$ cat config.mk
export PLATFORM = sky130hd
export DESIGN_NAME = fp_int_norm
export DESIGN_NICKNAME = d
export VERILOG_FILES = /design/src/rtl/fp_int_norm.sv
export SDC_FILE = /design/constraint.sdc
export NUM_CORES = 1
export LEC_CHECK = 0
export CORE_UTILIZATION = 40
export CTS_CLUSTER_DIAMETER = 150
export DETAILED_ROUTE_END_ITERATION = 8
export PLACE_DENSITY = 0.67
export SLEW_MARGIN = 5
export SYNTH_ARGS = -nofsm -noshare
export SYNTH_HDL_FRONTEND = slang
export SYNTH_SLANG_ARGS = --single-unit
$ cat constraint.sdc
create_clock -name clk -period 2.8 [get_ports clk]
set_clock_uncertainty 0.1 [all_clocks]
set_input_delay 0.84 -clock clk [delete_from_list [all_inputs] [get_ports clk]]
set_output_delay 0.84 -clock clk [all_outputs]
set_load 0.02 [all_outputs]
$ cat src/rtl/fp_int_norm.sv
// Purpose: converts a two's-complement accumulator with a shared exponent into IEEE-754 binary16 (round-to-nearest-even, saturating, flush-to-zero).
// Latency: out_valid rises 3+k cycles after acceptance, k = leading-zero shift count of |acc_in| (0..31, 0 for zero input).
// Backpressure: one result in flight; in_ready only in IDLE, result held in HOLD until out_ready, outputs keep last value afterwards.
//
// Ports:
//   clk, rst (async, active-low)
//   in_valid/in_ready, acc_in[31:0], exp_in[4:0]   : input handshake, value = acc_in * 2^(exp_in-25)
//   out_valid/out_ready, fp_out[15:0], ovf, unf    : output handshake, binary16 result and saturate/flush flags
module fp_int_norm (
    input  logic        clk,
    input  logic        rst,
    input  logic        in_valid,
    output logic        in_ready,
    input  logic [31:0] acc_in,
    input  logic [4:0]  exp_in,
    output logic        out_valid,
    input  logic        out_ready,
    output logic [15:0] fp_out,
    output logic        ovf,
    output logic        unf
);

    typedef enum logic [2:0] {
        IDLE  = 3'd0,
        ABS   = 3'd1,
        NORM  = 3'd2,
        ROUND = 3'd3,
        HOLD  = 3'd4
    } state_t;

    state_t             r_state;
    state_t             w_next_state;

    logic [31:0]        r_acc;
    logic [4:0]         r_exp;
    logic               r_sign;
    logic [31:0]        r_mag;
    logic [4:0]         r_k;
    logic [15:0]        r_fp;
    logic               r_ovf;
    logic               r_unf;
    logic               r_out_valid;

    logic               w_norm_done;
    logic [9:0]         w_mant;
    logic               w_guard;
    logic               w_sticky;
    logic               w_round_up;
    logic [10:0]        w_mant_sum;
    logic signed [7:0]  w_exp_pre;
    logic signed [7:0]  w_exp_post;
    logic [15:0]        w_fp;
    logic               w_ovf;
    logic               w_unf;

    // Normalisation stops once the hidden bit sits in bit 31, or immediately for zero.
    assign w_norm_done = r_mag[31] || (r_mag == 32'd0);

    // ------------------------------------------------------------------
    // FSM: state register
    // ------------------------------------------------------------------
    always_ff @(posedge clk or negedge rst) begin
        if (!rst) begin
            r_state <= IDLE;
        end else begin
            r_state <= w_next_state;
        end
    end

    // ------------------------------------------------------------------
    // FSM: next state and handshake outputs
    // ------------------------------------------------------------------
    always_comb begin
        w_next_state = r_state;
        in_ready     = 1'b0;
        case (r_state)
            IDLE: begin
                in_ready = 1'b1;
                if (in_valid) begin
                    w_next_state = ABS;
                end
            end
            ABS:   w_next_state = NORM;
            NORM: begin
                if (w_norm_done) begin
                    w_next_state = ROUND;
                end
            end
            ROUND: w_next_state = HOLD;
            HOLD: begin
                if (out_ready) begin
                    w_next_state = IDLE;
                end
            end
            default: w_next_state = IDLE;
        endcase
    end

    // ------------------------------------------------------------------
    // Rounding and exception encoding from the normalised magnitude
    // ------------------------------------------------------------------
    always_comb begin
        w_mant     = r_mag[30:21];
        w_guard    = r_mag[20];
        w_sticky   = |r_mag[19:0];
        w_round_up = w_guard & (w_sticky | w_mant[0]);
        w_mant_sum = {1'b0, w_mant} + {10'd0, w_round_up};
        // mag[31] carries weight 2^(exp+6-k) relative to the unbiased value, plus bias 15 -> exp+21-k.
        w_exp_pre  = 8'sd21 + $signed({3'b000, r_exp}) - $signed({3'b000, r_k});
        // A carry out of 0x3FF leaves w_mant_sum[9:0] = 0 and bumps the exponent.
        w_exp_post = w_exp_pre + $signed({7'd0, w_mant_sum[10]});

        w_fp  = {r_sign, w_exp_post[4:0], w_mant_sum[9:0]};
        w_ovf = 1'b0;
        w_unf = 1'b0;
        if (r_mag == 32'd0) begin
            w_fp = 16'h0000;
        end else if (w_exp_post >= 8'sd31) begin
            w_fp  = {r_sign, 5'h1F, 10'h000};
            w_ovf = 1'b1;
        end else if (w_exp_post <= 8'sd0) begin
            w_fp  = {r_sign, 15'h0000};
            w_unf = 1'b1;
        end
    end

    // ------------------------------------------------------------------
    // Datapath registers
    // ------------------------------------------------------------------
    always_ff @(posedge clk or negedge rst) begin
        if (!rst) begin
            r_acc       <= 32'd0;
            r_exp       <= 5'd0;
            r_sign      <= 1'b0;
            r_mag       <= 32'd0;
            r_k         <= 5'd0;
            r_fp        <= 16'h0000;
            r_ovf       <= 1'b0;
            r_unf       <= 1'b0;
            r_out_valid <= 1'b0;
        end else begin
            case (r_state)
                IDLE: begin
                    if (in_valid) begin
                        r_acc <= acc_in;
                        r_exp <= exp_in;
                    end
                end
                ABS: begin
                    r_sign <= r_acc[31];
                    // Negating 0x80000000 wraps back to 0x80000000, the correct unsigned magnitude.
                    r_mag  <= r_acc[31] ? (~r_acc + 32'd1) : r_acc;
                    r_k    <= 5'd0;
                end
                NORM: begin
                    if (!w_norm_done) begin
                        r_mag <= {r_mag[30:0], 1'b0};
                        r_k   <= r_k + 5'd1;
                    end
                end
                ROUND: begin
                    r_fp        <= w_fp;
                    r_ovf       <= w_ovf;
                    r_unf       <= w_unf;
                    r_out_valid <= 1'b1;
                end
                HOLD: begin
                    if (out_ready) begin
                        r_out_valid <= 1'b0;
                    end
                end
                default: ;
            endcase
        end
    end

    assign out_valid = r_out_valid;
    assign fp_out    = r_fp;
    assign ovf       = r_ovf;
    assign unf       = r_unf;

endmodule

==> flow_metrics.py, run 1 <==
metrics = {
    "outcome": {
        "outcome": "finished, violations left",
        "violations": "setup timing",
    },
    "layout": {
        "drive_above_1_share_pct": 23.99,
        "syn_to_final_growth_pct": 30.68,
        "fin_cells": 818,
        "antenna_cells": 0,
        "fin_nets": 699,
        "design_area_um2": 6955,
    },
    "global_route": {
        "gr-usage-met2_pct": 31.18,
        "grt_overflow": 0,
        "busiest_layer": "met2",
        "grt_pass1_vias": 4307,
        "grt_max_degree": 62,
        "grt_pass1_wl_um": 21210,
        "grt_antenna_before_repair": 0,
        "met1_usage_pct": 25.63,
        "grt_util_met3_pct": 3.648,
        "track_usage_pct": 19.01,
    },
    "floorplanning": {
        "dieArea_um2": 13770,
        "start_util_pct": 41.67,
        "core_um2": 12770,
        "die_x_um": 117.4,
        "chipHeight_um": 117.4,
        "rows": 41,
        "pin_count": 61,
    },
    "sta": {
        "postLayoutSetupSlackWorst_ps": -85.12,
        "fin_setup_tns_ps": -701.3,
        "hold_viol": 0,
        "fmax_mhz": 346.6,
        "worstMarginPinSlew_ps": 659.8,
        "finalCriticalPeriod_ps": 2885,
        "slew_headroom_pct": 55.91,
        "setup_viol": 11,
        "rsz0062_at_grt": "true",
        "report.final.slew_viol_count": 0,
        "period_share_pct": 103.0,
    },
    "detailed_routing": {
        "dr.pass1.iters": 4,
        "antenna_left": 0,
        "viasPerCell": 5.362,
        "dr_total_vias": 4386,
        "route.detailed.drc": 0,
        "routedWlPerCell_um": 15.41,
        "wirelength_um": 12600,
        "drtIter0Drc": 318,
    },
    "power": {
        "ir_worst_vdd_uv": 535.5,
        "p_leak_uw": 0.002885,
        "p_per_area_nw_per_um2": 1309,
        "totalPowerFinal_uw": 9102,
    },
    "worst_setup_path": {
        "arrival_ps": 3010,
        "ff2ff_path_depth": 11,
        "worstPathRequired_ps": 2920,
        "rr_startpoint": "r_k[1]",
        "start_kind": "flop",
        "critical_path.endpoint": "fp_out[3]",
        "worst_setup_path_end_kind": "flop",
        "critPathMaxFanout": 5,
        "reg2reg_to": "fp_out[3]",
        "startpoint": "r_k[1]",
        "r2r_setup_slack_ps": -90,
        "crit_type": "flop to flop",
    },
    "yosys": {
        "synth_xor_area_share_pct": 6.088,
        "synthesis.area_um2": 5323,
        "synth-compound-area-share_pct": 16.20,
        "synth_fa_ha_area_share_pct": 3.667,
        "synthSimpleGateAreaFrac_pct": 16.95,
        "synth.ff_latch_count": 97,
        "synth_edf_count": 0,
        "yosysMostFrequentCell": "dfrtp_1",
        "synthCells": 545,
        "synthTopCellsByArea": "dfrtp_1 (46%), mux2_2 (7.4%), o21ai_0 (5.0%)",
        "synth_ff_type": "dfrtp_1",
        "async_flop_share_pct": 100.0,
        "ys_top_cells_by_count": "dfrtp_1 (97), nand2_1 (67), o21ai_0 (53)",
        "yosysSeqAreaShare_pct": 45.60,
        "yosysTopAreaCell": "dfrtp_1",
        "synth_warnings": 0,
        "syn_area_per_cell_um2": 9.766,
        "synth_top_family_by_area": "simple AND/OR/NAND/NOR gates",
        "ys_types": 61,
        "synthesis.nets": 601,
        "synthMuxAreaShare_pct": 7.593,
        "synth.top_cell.area_share_pct": 45.60,
    },
    "clocking": {
        "numCtsBuffers": 9,
        "cts_tree": "yes",
        "path_clk_slew_ps": 70,
        "htreeDepth": 3,
        "clock_sinks": 97,
        "cts.path.max_buffers": 2,
        "root_buffer": "clkbuf_16",
        "clock_latency_ps": 340,
    },
    "place": {
        "dp.final_hpwl_um": 8917,
        "io_buffers": 60,
        "gp_congestion": 0.8902,
        "placed_area_um2": 6425,
        "placed_cells": 799,
    },
    "hold_path": {
        "hp-class": "input port to async pin",
    },
    "job": {
        "drv_cap": 0,
    },
}
[how the worst min path moves through the flow]
stage	slack [ps]	from	end
after floorplan	360	r_k[4]	r_k[4]
after global placement	370	unf	unf
after detailed placement	370	fp_out[4]	fp_out[4]
after CTS	390	ovf	ovf
after global routing	400	ovf	ovf
final	390	rst	r_exp[4]
[cell families (layout without fill, tap and decap cells)]
| group | Yosys count | in the layout |
|---|---|---|
| muxes | 36 | 36 |
| AOI/OAI and AO/OA | 133 | 133 |
| xor gates and xnor gates | 37 | 37 |
| adders and majority gates | 15 | 15 |
| and+or+nand+nor | 181 | 181 |
| DFF | 97 | 97 |
| buffers and inverters | 46 | 147 |
[placed cells by master (no fill, tap or decap), types with 3 or more instances in the layout]
cell             netlist  layout
clkbuf_16              0       9
nand3_1               12      11
nand2_1               67      66
xnor2_1               19      16
o21ai_2                0       5
nand2b_1               5       5
o21ai_0               53      42
and2_1                 5       4
or3_4                  3       3
nand4_1                5       5
o31ai_1                4       4
a22oi_1                8       5
or2_2                  5       5
ha_1                  14      11
a21o_1                 3       3
nor3_1                 9       9
mux2_2                35      34
a21oi_1               24      22
nor4_1                13      12
a22o_1                 3       3
clkdlybuf4s50_1        0      59
or4_1                  3       3
nor2_2                 0       3
nor2_1                32      29
a221o_1                4       4
or3_1                  4       4
dfrtp_1               97      97
buf_4                  0      53
a32o_1                 3       3
a22oi_2                0       3
o21ai_1                0       6
nor2b_1                5       4
xor2_1                18      16
inv_1                 16      14
o41ai_1                7       7
[routing by layer]
metal	routed length, um	vias to the layer above
li1	-	2159
met1	5931	2100
met2	5966	117
met3	568	10
met4	136	0
met5	0	-
[critical path, cell delays in order (launching register included)]
cell and delay [ps]:
dfrtp_1 410, ha_4 270, inv_2 40, ha_4 150
fa_2 590, nand3_2 120, xnor2_2 210, buf_4 170
nand4_1 140, o211ai_1 290, buf_4 210, o21ai_1 60
[layout make-up]
class	instances	area, um2
clock buffers	11	242.7
multi-input cells	402	2912
well taps	172	215.2
fillers	1117	5818
clock inverters	3	42.54
flip-flops and latches	97	2427
inverters	16	60.06
repair buffers	117	1056
[report_power, final]
| group | switching, uW | total, uW | internal [uW] | leakage, uW |
|---|---|---|---|---|
| Combinational | 2720 | 5260 | 2540 | 0.00154 |
| Clock | 508 | 1210 | 706 | 0.000137 |
| Sequential | 570 | 2630 | 2060 | 0.00120 |
| Total | 3790 | 9100 | 5310 | 0.00288 |
[registers in the layout (all words and copies together) (netlist names)]
signal     cells
r_acc         32
r_mag         32
fp_out        16
r_exp          5
r_k            5
r_state        3
out_valid      1
ovf            1
r_sign         1
unf            1
[through the flow]
step                      hold slack, ps  setup slack [ps]  util, %
after floorplan                    361.1             29.56        -
after global placement             367.8            -39.61    50.30
after detailed placement           374.9            -159.2    50.30
after CTS                          391.5            -40.99    53.86
after global routing               399.6            -230.2    54.45
final                              385.8            -85.12    54.45
[timing repair]
item | 4_1_cts | 5_1_grt
cloned | 1 | 0
pin swaps | 19 | 15
setup buffers | 5 | 0
setup endpoints to repair | 16 | 20
endpoints found under the hold margin | 0 | 0
hold buffers | 0 | 0
gates resized for setup | 35 | 16
Note: power is estimated with default switching activity, not from simulation.
==> run 2: changes to the inputs <==
- REMOVE_ABC_BUFFERS: not set -> 1
==> run 2 against run 1 <==
Compared with the run above:
- the run ends with DRC, setup timing left
- setup slack worse by 71 ps
- global-route usage is 0.77 points higher
- die area stayed put
- sequential share of layout area fell by 0.51 points
- sequential cell count stayed put
- first-iteration DRC count shrank 25%
- critical path depth rose by 1
- final cell count increased by 0.61%
- utilization grew 0.80 points
- critical path type unchanged
- highest routed layer unchanged
==> flow_metrics.py, run 2 (same netlist as run 1, synthesis figures left out) <==
metrics = {
    "outcome": {
        "outcome": "finished, violations left",
        "violations": "DRC, setup timing",
    },
    "worst_setup_path": {
        "r2r_setup_slack_ps": -160,
        "cp_slowest_cell": "fa_2",
        "start_kind": "flop",
        "crit_type": "flop to flop",
        "cpMostUsedCell": "buf_4",
        "rr_startpoint": "r_k[1]",
        "worstPathRequired_ps": 2920,
        "arrival_ps": 3080,
        "crit_family": "adder cells",
        "critical_path.endpoint": "fp_out[1]",
        "cp.depth": 12,
        "cp_cell_sequence": "ha_1 -> inv_2 -> ha_4 -> fa_2 -> xnor2_4 -> buf_4 -> a2bb2oi_2 -> a221oi_2 -> buf_4 -> buf_4 -> o21a_4 -> a32o_1",
        "cpPeakStageDelay_ps": 410,
        "ff2ff_path_depth": 12,
        "reg2reg_to": "fp_out[1]",
        "worst_setup_path_end_kind": "flop",
        "worst-path-buf-inv": 4,
        "startpoint": "r_k[1]",
        "critPathMaxFanout": 4,
    },
    "hold_path": {
        "hold_start": "fp_out[3]",
        "hp-class": "flop to flop",
    },
    "global_route": {
        "grt_antenna_before_repair": 0,
        "grt_max_degree": 53,
        "grt_overflow": 0,
        "grt_pass1_vias": 4463,
        "grt_pass1_wl_um": 22030,
        "track_usage_pct": 19.78,
    },
    "place": {
        "gp_congestion": 0.8196,
        "dp.final_hpwl_um": 8959,
        "pre_cts_ws_ps": -411.7,
        "io_buffers": 60,
    },
    "clocking": {
        "hold_buffers": 0,
        "path_clk_slew_ps": 60,
        "htreeDepth": 3,
        "numCtsBuffers": 9,
        "cts_tree": "yes",
        "cts.path.max_buffers": 2,
        "clock_sinks": 97,
        "root_buffer": "clkbuf_16",
        "clock_latency_ps": 340,
    },
    "power": {
        "p_leak_uw": 0.002908,
        "ir_worst_vdd_uv": 531.0,
        "p_per_area_nw_per_um2": 1360,
    },
    "detailed_routing": {
        "dr_total_vias": 4539,
        "drtIter0Drc": 237,
        "dr.pass1.iters": 9,
        "wirelength_um": 13230,
        "route.detailed.drc": 1,
        "antenna_left": 0,
        "routedWlPerCell_um": 16.07,
        "viasPerCell": 5.515,
    },
    "sta": {
        "fin_setup_tns_ps": -1595,
        "hold_viol": 0,
        "slew_headroom_pct": 50.77,
        "fmax_mhz": 338.3,
        "report.final.slew_viol_count": 0,
        "rsz0062_at_grt": "true",
        "finalCriticalPeriod_ps": 2956,
        "setup_viol": 17,
        "period_share_pct": 105.6,
        "postLayoutSetupSlackWorst_ps": -156.2,
        "worstMarginPinSlew_ps": 736.7,
    },
    "floorplanning": {
        "chipHeight_um": 117.4,
        "rows": 41,
        "core_um2": 12770,
        "pin_count": 61,
        "start_util_pct": 41.67,
        "dieArea_um2": 13770,
        "die_x_um": 117.4,
    },
    "layout": {
        "antenna_cells": 0,
        "ff_latch_area_um2": 2427,
        "fin_nets": 702,
        "fillerInstances": 1103,
        "layout_common_cells": "dfrtp_1 (97), nand2_1 (66), clkdlybuf4s50_1 (59)",
        "layout_commonest_cell": "dfrtp_1",
        "drive_above_1_share_pct": 23.81,
        "multi_input_area_um2": 2949,
        "syn_to_final_growth_pct": 32.60,
    },
    "job": {
        "drv_cap": 0,
    },
}
[run 2: cell count changes in the layout (fill, tap and decap cells not counted), moves of 2 or more]
cell | previous run | this run
a21oi_2 | 2 | 0
buf_6 | 2 | 4
clkbuf_1 | 1 | 4
nor2_2 | 3 | 1
o21ai_2 | 5 | 7
xnor2_2 | 2 | 0
[run 2: worst min path at each step]
stage                           end  slack [ps]  cells after the start
after floorplan              r_k[4]         360                      1
after global placement    fp_out[5]         370                      2
after detailed placement  fp_out[3]         380                      2
after CTS                 fp_out[3]         400                      2
after global routing      fp_out[3]         420                      2
final                     fp_out[3]         380                      2
[run 2: stage by stage]
step / cells / power [uW] / hold slack, ps / utilization, % / instance area, um2
final: 823 / 9602 / 376.7 / 55.26 / 7058
after global routing: 823 / 10270 / 420.1 / 55.26 / 7058
after CTS: 822 / 9138 / 397.2 / 54.13 / 6914
after detailed placement: 801 / 7282 / 379.3 / 50.38 / 6435
after global placement: 801 / 7095 / 368.1 / 50.38 / 6435
after floorplan: 515 / 5481 / 361.1 / - / 5175
[run 2: layout make-up]
type	count	area share, %
sequential	97	34.39
inverter	16	0.8509
clock buffer	13	3.404
tap	172	3.049
clock inverter	3	0.9218
multi-input combinational	402	41.78
timing repair buffer	120	15.60
[run 2: repair_timing]
item / 4_1_cts / 5_1_grt
endpoints found under the setup margin: 17 / 43
resized for setup: 38 / 25
pin swaps: 17 / 17
endpoints found under the hold margin: 0 / 0
buffers inserted: 4 / 1
gates cloned: 1 / 0
[run 2: worst register-to-register path, cell delays in order, from the launching register on]
cell and delay (ps):
dfrtp_1 390, ha_1 290, inv_2 40, ha_4 150, fa_2 410, xnor2_4 270, buf_4 170, a2bb2oi_2 170
a221oi_2 80, buf_4 170, buf_4 130, o21a_4 230, a32o_1 230
[run 2: per-layer routing]
metal / vias to the layer above / wire [um] / GRT usage (%)
met5: - / 0 / 0
met1: 2218 / 5600 / 24.19
met3: 23 / 544 / 3.599
met4: 0 / 295 / 7.873
li1: 2177 / - / -
met2: 121 / 6790 / 34.32
[run 2: where the power goes]
group          total, uW  internal, uW  switching (uW)
combinational       5610          2770            2840
clock               1280           783             500
sequential          2710          2060             646
==> run 3: changes to the inputs <==
- CAP_MARGIN: not set -> 20
- CTS_CLUSTER_DIAMETER: 150 -> not set
- GPL_TIMING_DRIVEN: not set -> 0
==> run 3 against run 2 <==
Compared with the run above:
- the flow finishes with violations (setup timing)
- utilization fell by 2.0 points
- setup slack improved by 25 ps
- register-to-register slack improved by 30 ps
- clock power fell by 4%
- critical endpoint unchanged
- combinational power fell by 13%
- final area fell by 3.7%
- via count fell by 4.1%
- first-iteration DRC count fell by 11%
- clock-buffer cell count fell by 1
- die area did not move
==> flow_metrics.py, run 3 (same netlist as run 1, synthesis figures left out) <==
metrics = {
    "detailed_routing": {
        "drtIter0Drc": 210,
        "dr.pass1.iters": 5,
        "dr_total_vias": 4352,
        "route.detailed.drc": 0,
        "antenna_left": 0,
        "routedWlPerCell_um": 15.46,
        "wirelength_um": 12240,
        "viasPerCell": 5.495,
    },
    "power": {
        "p_leak_uw": 0.002760,
        "combPwrFrac_pct": 55.1,
        "ir_worst_vdd_uv": 648.1,
        "p_per_area_nw_per_um2": 1305,
        "p_sw_uw": 3705,
        "swShare_pct": 41.75,
        "p_seq_share_pct": 31.0,
        "p_int_uw": 5170,
        "pwr-share-clk_pct": 13.9,
    },
    "sta": {
        "rsz0062_at_grt": "true",
        "slew_headroom_pct": 40.12,
        "fmax_mhz": 341.2,
        "setup_viol": 13,
        "worstMarginPinSlew_ps": 898.2,
        "finalCriticalPeriod_ps": 2931,
        "postLayoutSetupSlackWorst_ps": -131.0,
        "hold_viol": 0,
        "period_share_pct": 104.7,
        "report.final.slew_viol_count": 0,
    },
    "global_route": {
        "grt_pass1_wl_um": 19780,
        "grt_overflow": 0,
        "grt_antenna_before_repair": 0,
        "grt_max_degree": 60,
        "grt_pass1_vias": 4137,
        "track_usage_pct": 17.69,
    },
    "layout": {
        "fillerInstances": 1113,
        "layout_common_cells": "dfrtp_1 (94), nand2_1 (66), clkdlybuf4s50_1 (59)",
        "antenna_cells": 0,
        "syn_to_final_growth_pct": 27.74,
        "drive_above_1_share_pct": 20.81,
        "fin_nets": 672,
        "layout_commonest_cell": "dfrtp_1",
        "fin_cells": 792,
    },
    "worst_setup_path": {
        "cp.depth": 11,
        "worstPathRequired_ps": 2930,
        "r2r_setup_slack_ps": -130,
        "start_kind": "flop",
        "cp_slowest_cell": "fa_2",
        "critPathMaxFanout": 5,
        "crit_family": "compound AO/OA/AOI/OAI gates",
        "cp_cell_sequence": "ha_1 -> inv_2 -> ha_4 -> fa_2 -> xnor2_4 -> a2111oi_4 -> a221oi_2 -> buf_4 -> buf_6 -> o21a_1 -> a32o_1",
        "rr_startpoint": "r_k[1]",
        "arrival_ps": 3060,
        "crit_type": "flop to flop",
        "worst-path-buf-inv": 3,
        "cpPeakStageDelay_ps": 420,
        "worst_setup_path_end_kind": "flop",
        "ff2ff_path_depth": 11,
        "reg2reg_to": "fp_out[1]",
    },
    "floorplanning": {
        "rows": 41,
        "core_um2": 12770,
        "die_x_um": 117.4,
        "dieArea_um2": 13770,
        "pin_count": 61,
        "chipHeight_um": 117.4,
        "start_util_pct": 41.67,
    },
    "place": {
        "io_buffers": 60,
        "placed_cells": 750,
        "gp_congestion": 0.8106,
        "dp.final_hpwl_um": 8233,
        "pre_cts_ws_ps": -703.9,
    },
    "clocking": {
        "root_buffer": "clkbuf_16",
        "clock_sinks": 97,
        "hold_buffers": 0,
        "cts.path.max_buffers": 2,
        "numCtsBuffers": 9,
        "path_clk_slew_ps": 70,
        "htreeDepth": 3,
        "clock_latency_ps": 350,
        "cts_tree": "yes",
    },
    "outcome": {
        "violations": "setup timing",
        "outcome": "finished, violations left",
    },
    "hold_path": {
        "hp-class": "input port to async pin",
    },
    "job": {
        "drv_cap": 0,
    },
}
==> run 3: worst max path at each step <==
stage	endpoint	startpoint	slack, ps
final	fp_out[1]	r_k[1]	-130
after global routing	fp_out[1]	r_k[1]	-200
after CTS	fp_out[4]	r_k[1]	-90
after detailed placement	fp_out[7]	r_mag[20]	-700
after global placement	r_acc[15]	rst	-2740
after floorplan	r_k[0]	r_state[0]	-230
==> run 3: repair_timing <==
action / CTS / global route
resized for setup: 35 / 23
setup buffers: 13 / 13
endpoints found under the setup margin: 30 / 24
gates cloned: 1 / 0
pin swaps: 11 / 21
==> run 3: per-layer routing <==
metal	track usage, %	wire length (um)
met1	21.72	5424
met2	30.18	6127
met3	4.815	574
met4	5.276	114
met5	0	0
==> run 3: stage by stage <==
step	setup TNS, ps	instance area, um2	hold slack (ps)	util [%]	power (uW)
2_1_floorplan	-5322	5175	361.1	-	5481
3_3_place_gp	-320530	5991	367.3	46.90	6464
3_5_place_dp	-9754	6065	373.1	47.48	6691
4_1_cts	-683.4	6581	379.7	51.52	8425
5_1_grt	-2112	6799	401.5	53.23	9518
6_report	-853.6	6799	358.0	53.23	8875
==> run 3: area by class of cell <==
class / count / area (um2) / area share, %
multi-input combinational: 402 / 2902 / 42.68
tap: 172 / 215.2 / 3.165
clock inverter: 3 / 40.04 / 0.5889
clock buffer: 12 / 256.5 / 3.773
timing repair buffer: 90 / 894.6 / 13.16
sequential: 97 / 2431 / 35.76
inverter: 16 / 60.06 / 0.8833
==> run 3: power by group through the flow <==
stage	clock network, uW	registers (uW)	logic [uW]
after floorplan	0	2730	2750
after global placement	0	2790	3670
after detailed placement	0	2840	3850
after CTS	1270	2800	4360
after global routing	1320	2850	5350
final	1230	2750	4890
==> run 3: worst register-to-register path, cell delays in order, from the launching register on <==
cell and delay (ps):
dfrtp_1 390, ha_1 290, inv_2 50, ha_4 160, fa_2 420, xnor2_4 210
a2111oi_4 340, a221oi_2 60, buf_4 170, buf_6 120, o21a_1 240, a32o_1 280
